**src/rtl/reg_pipe_pkg.sv**
```systemverilog
// Shared defaults and helpers for the reg_pipe_sclr pipeline register chain.
package reg_pipe_pkg;

    localparam int unsigned DefWidth = 8;
    localparam int unsigned DefDepth = 3;

    // Width needed to count 0..depth occupied stages.
    function automatic int unsigned cnt_width(input int unsigned depth);
        return $clog2(depth + 1);
    endfunction

    localparam int unsigned DefCntW = cnt_width(DefDepth);

    // One stage's contents at the default width.
    typedef struct packed {
        logic                valid;
        logic [DefWidth-1:0] data;
    } stage_t;

endpackage

```
**src/rtl/pipe_stage.sv**
```systemverilog
// One pipeline stage: valid bit plus data register with synchronous clear.
module pipe_stage #(
    parameter int unsigned WIDTH = 8
) (
    input  logic             clk,
    input  logic             i_rst,
    input  logic             i_sclr,
    input  logic             i_adv,
    input  logic             i_src_valid,
    input  logic [WIDTH-1:0] i_src_data,
    output logic             o_valid,
    output logic [WIDTH-1:0] o_data
);

    logic             r_valid;
    logic [WIDTH-1:0] r_data;

    // Load from the source when advancing; data only overwritten by a real item.
    always_ff @(posedge clk) begin
        if (i_rst || i_sclr) begin
            r_valid <= 1'b0;
            r_data  <= '0;
        end else if (i_adv) begin
            r_valid <= i_src_valid;
            if (i_src_valid) begin
                r_data <= i_src_data;
            end
        end
    end

    assign o_valid = r_valid;
    assign o_data  = r_data;

endmodule

```
**src/rtl/reg_pipe_sclr.sv**
```systemverilog
// DEPTH-stage valid/ready register pipeline with bubble collapse, global enable
// and synchronous flush. Optional occupancy counter under REG_PIPE_SCLR_CNT_EN.
module reg_pipe_sclr
    import reg_pipe_pkg::*;
#(
    parameter int unsigned WIDTH = DefWidth,
    parameter int unsigned DEPTH = DefDepth,
    parameter int unsigned CNT_W = cnt_width(DEPTH)
) (
    input  logic             clk,
    input  logic             rst,
    input  logic             en,
    input  logic             sclr,
    input  logic             in_valid,
    input  logic [WIDTH-1:0] in_data,
    output logic             in_ready,
    output logic             out_valid,
    output logic [WIDTH-1:0] out_data,
    input  logic             out_ready,
    output logic [CNT_W-1:0] count
);

    logic             w_go;
    logic [DEPTH-1:0] w_v;
    logic [DEPTH-1:0] w_adv;
    logic [WIDTH-1:0] w_d [DEPTH];

    assign w_go = en & ~sclr & ~rst;

    // Ready chain: stage k advances when it or any stage downstream has a hole,
    // or the whole tail drains via out_ready. Unrolled so no net feeds itself.
    always_comb begin
        logic w_hole;
        w_hole = out_ready;
        w_adv  = '0;
        for (int k = int'(DEPTH) - 1; k >= 0; k--) begin
            w_hole   = w_hole | ~w_v[k];
            w_adv[k] = w_go & w_hole;
        end
    end

    for (genvar k = 0; k < DEPTH; k++) begin : g_stage
        logic             w_src_valid;
        logic [WIDTH-1:0] w_src_data;

        if (k == 0) begin : g_head
            assign w_src_valid = in_valid;
            assign w_src_data  = in_data;
        end else begin : g_body
            assign w_src_valid = w_v[k-1];
            assign w_src_data  = w_d[k-1];
        end

        pipe_stage #(
            .WIDTH(WIDTH)
        ) u_stage (
            .clk        (clk),
            .i_rst      (rst),
            .i_sclr     (sclr),
            .i_adv      (w_adv[k]),
            .i_src_valid(w_src_valid),
            .i_src_data (w_src_data),
            .o_valid    (w_v[k]),
            .o_data     (w_d[k])
        );
    end

    assign in_ready  = w_adv[0];
    assign out_valid = w_v[DEPTH-1] & en;
    assign out_data  = w_d[DEPTH-1];

`ifdef REG_PIPE_SCLR_CNT_EN
    logic             w_in_xfer;
    logic             w_out_xfer;
    logic [CNT_W-1:0] r_count;

    assign w_in_xfer  = in_valid & in_ready;
    // out_valid is still driven during a flush/reset, but nothing leaves then.
    assign w_out_xfer = out_valid & out_ready & ~sclr & ~rst;

    // Occupancy tracks popcount of stage valid bits.
    always_ff @(posedge clk) begin
        if (rst || sclr) begin
            r_count <= '0;
        end else if (w_in_xfer && !w_out_xfer) begin
            r_count <= r_count + CNT_W'(1);
        end else if (w_out_xfer && !w_in_xfer) begin
            r_count <= r_count - CNT_W'(1);
        end
    end

    assign count = r_count;
`else
    assign count = '0;
`endif

endmodule

```
**config.mk**
```make
export PLATFORM = sky130hd
export DESIGN_NAME = reg_pipe_sclr
export DESIGN_NICKNAME = d
export VERILOG_FILES = /design/src/rtl/reg_pipe_pkg.sv /design/src/rtl/pipe_stage.sv /design/src/rtl/reg_pipe_sclr.sv
export SDC_FILE = /design/constraint.sdc
export NUM_CORES = 1
export LEC_CHECK = 0
export CAP_MARGIN = 20
export CORE_UTILIZATION = 35
export CTS_CLUSTER_DIAMETER = 150
export CTS_CLUSTER_SIZE = 20
export DETAILED_ROUTE_END_ITERATION = 7
export GPL_ROUTABILITY_DRIVEN = 0
export GPL_TIMING_DRIVEN = 0
export HOLD_SLACK_MARGIN = 0.02
export PLACE_DENSITY = 0.67
export SETUP_SLACK_MARGIN = 0.4
export SYNTH_ARGS = -nofsm -noshare
export SYNTH_HDL_FRONTEND = slang
export SYNTH_SLANG_ARGS = --single-unit
export TNS_END_PERCENT = 20
```
**constraint.sdc**
```tcl
create_clock -name clk -period 1.16 [get_ports clk]
set_input_delay 0.174 -clock clk [delete_from_list [all_inputs] [get_ports clk]]
set_output_delay 0.174 -clock clk [all_outputs]
set_load 0.01 [all_outputs]
```
==> results.toml <==
[global_route]
grt_pass1_vias = 813
grt_max_degree = 15
grt_remaining_overflow = 0
antenna_found_initial = 0
grt_pass1_wl_mm = 3.532
grt_usage = 0.1383

[timing]
finalHoldViolCount = 0
setup_ws_ps = -220.0
fin_crit_sh = 1.190
min_period_ps = 1380
clock_skew_ps = 0.9576
finalMaxSlewViolations = 0
fmax_ghz = 0.7246
final-setup-viol-count = 27
rsz0062_at_grt = "yes"
holdWs_ps = 88.65

[pwr]
ir_worst_vdd_mv = 0.6173
pwr-share-clk = 0.273
netSwitchingPower_mw = 0.3365
p_int_mw = 1.145
seqPwrFrac = 0.633
pwr_density_cell_nw_per_um2 = 991.2
power.total_mw = 1.482
leakage_nw = 0.6652
swShare = 0.2271
combPwrFrac = 0.094

[synthesis]
ys_seq_area_frac = 0.4904
syn_area_um2 = 1102
ys_warn_count = 0
yosysUniqueCellTypes = 20
ys_seq_elements = 27
avgSynthCellArea_um2 = 10.02
synthCells = 110

[run_status]
violations = "negative setup slack"
status = "finished with violations"

[routing]
route.detailed.drc = 0
dr.max_layer_used = "met4"
antenna_violating_nets_post_route = 0
wl_met1_um = 882
drt_first_pass_iters = 2
routedWlPerCell_um = 11.16
drt_iter0_drc = 31
via_per_inst = 4.535
routed_wirelength_mm = 2.087
dr_wl_met3_um = 76
vias = 848
met2_length_mm = 1.105

[floorplanning]
rows = 20
coreArea_um2 = 3028
start_util = 0.3640
die_y_um = 58.12
pin_count = 26
die_w_um = 58.12
dieArea_um2 = 3378

[hold_path]
min_from = "en"
hold_path.class = "in -> reg"
hold_end = "g_stage[0].u_stage.o_valid"
whs_path_depth = 2

[setup_path]
critical_path_required_ps = 990
r2r_slack_ps = -150
arrival_ps = 1210
reg2reg_depth = 6
reg2reg_to = "g_stage[0].u_stage.o_data[1]"
critical_path.startpoint_type = "input port"
r2r-start = "g_stage[2].u_stage.o_valid"
endpoint_kind = "output port"
crit_fanout = 3
path_class = "in -> out"

[layout]
final_layout_size_suffix_gt1_frac = 0.2797
nNetsFinal = 158
final_cells = 187
num_antenna_cells = 0
final_cell_area_um2 = 1495
area_delta_synth_final_pct = 35.64

[clock_network]
clk_pin_slew_worst_paths_ps = 140
clock_path_buffers = 2
cts_made_buffers = 3
cts.sinks = 27
clk_latency_ps = 320
cts_root_buffer = "clkbuf_4"
cts_tree = "done"
htree_levels = 1
cts-hold-fix-buffers = 0

[placement]
dpl.hpwl_mm = 1.429
placed_cell_area_um2 = 1389
dpl_worst_slack_ps = -795.4
io_buffer_count = 22
dp.cells = 177

[run]
max_cap_violations = 0
-- kinds of logic after synthesis --
family	share of synthesized area
compound gates	0.05334
buf+inv	0.05107
other cells	0.003402
flops	0.4904
simple gates	0.1839
mux	0.2179
-- registers in the layout (all words and copies together) (netlist names) --
signal and cells:
g_stage.u_stage.o_valid 3, g_stage.u_stage.o_data 24
-- Yosys cell counts --
master     n  share of area
a21oi_1    3          0.014
a311oi_1   2          0.016
a31oi_4    1          0.019
and2_2     1         0.0068
buf_2      3          0.014
buf_4      2          0.014
buf_6      2          0.020
conb_1     1         0.0034
dfxtp_1   27           0.49
inv_1      1         0.0034
mux2i_1   24           0.22
nand2_1   35           0.12
nand2_4    1          0.010
nand3_2    1         0.0091
nand3b_1   1         0.0068
nand4b_1   1         0.0079
nor2_2     1         0.0057
nor2b_4    1          0.012
o21ai_0    1         0.0045
or2_2      1         0.0057
-- critical path: stages --
cell,delay [ps]
clkdlybuf4s50_1,560
nor2b_4,60
a311oi_2,240
buf_2,170
-- through the flow --
stage	TNS, ps	utilization
floorplan	0	-
global placement	-7967	0.4587
detailed placement	-8940	0.4587
CTS	-1648	0.4847
global route	-4083	0.4938
finish	-2633	0.4938
-- final cells by class --
| type | instances | area, µm² |
|---|---|---|
| inverter | 1 | 3.754 |
| tap | 44 | 55.05 |
| buffer | 7 | 52.55 |
| multi-input combinational | 76 | 526.8 |
| sequential | 27 | 548.0 |
| clock buffer | 4 | 26.28 |
| fill | 294 | 1533 |
| timing repair buffer | 28 | 282.8 |
-- cells in the final DEF (no fill, tap or decap), drive strengths merged --
cell,n
mux2i,24
nand3,1
a311oi,2
clkdlybuf4s50,10
inv,1
and2,1
buf,20
clkdlybuf4s15,2
nand2,36
o21ai,1
or2,1
nor2,1
nand4b,1
conb,2
clkbuf,5
a21oi,3
nand3b,1
nor2b,1
dfxtp,27
dlygate4sd2,2
a31oi,1
-- power groups by stage --
stage / clock network, mW / logic [mW] / registers, mW
floorplan: 0 / 0.0697 / 0.958
global placement: 0 / 0.128 / 0.958
detailed placement: 0 / 0.131 / 0.959
CTS: 0.420 / 0.133 / 0.939
global route: 0.462 / 0.153 / 0.940
finish: 0.404 / 0.139 / 0.939
-- what timing repair did --
| item | CTS | global route |
|---|---|---|
| setup endpoints to repair | 37 | 37 |
| gates resized for setup | 52 | 3 |
| buffers inserted | 4 | 2 |
| pin swaps | 4 | 3 |
-- how the worst max path moves through the flow --
stage / depth (start not counted) / slack [ps] / endpoint / startpoint
6_report: 4 / -220 / in_ready / out_ready
5_1_grt: 3 / -280 / in_ready / g_stage[2].u_stage.o_valid
4_1_cts: 3 / -220 / in_ready / g_stage[2].u_stage.o_valid
3_5_place_dp: 4 / -800 / in_ready / rst
3_3_place_gp: 4 / -790 / in_ready / rst
2_1_floorplan: 3 / 140 / g_stage[0].u_stage.o_data[0] / g_stage[2].u_stage.o_valid
-- metal layers --
| metal | GRT usage | vias to the layer above |
|---|---|---|
| li1 | - | 434 |
| met1 | 0.1598 | 396 |
| met2 | 0.2496 | 14 |
| met3 | 0.02232 | 4 |
| met4 | 0.06122 | 0 |
| met5 | 0 | - |
Power figures use the tool's default switching activity.
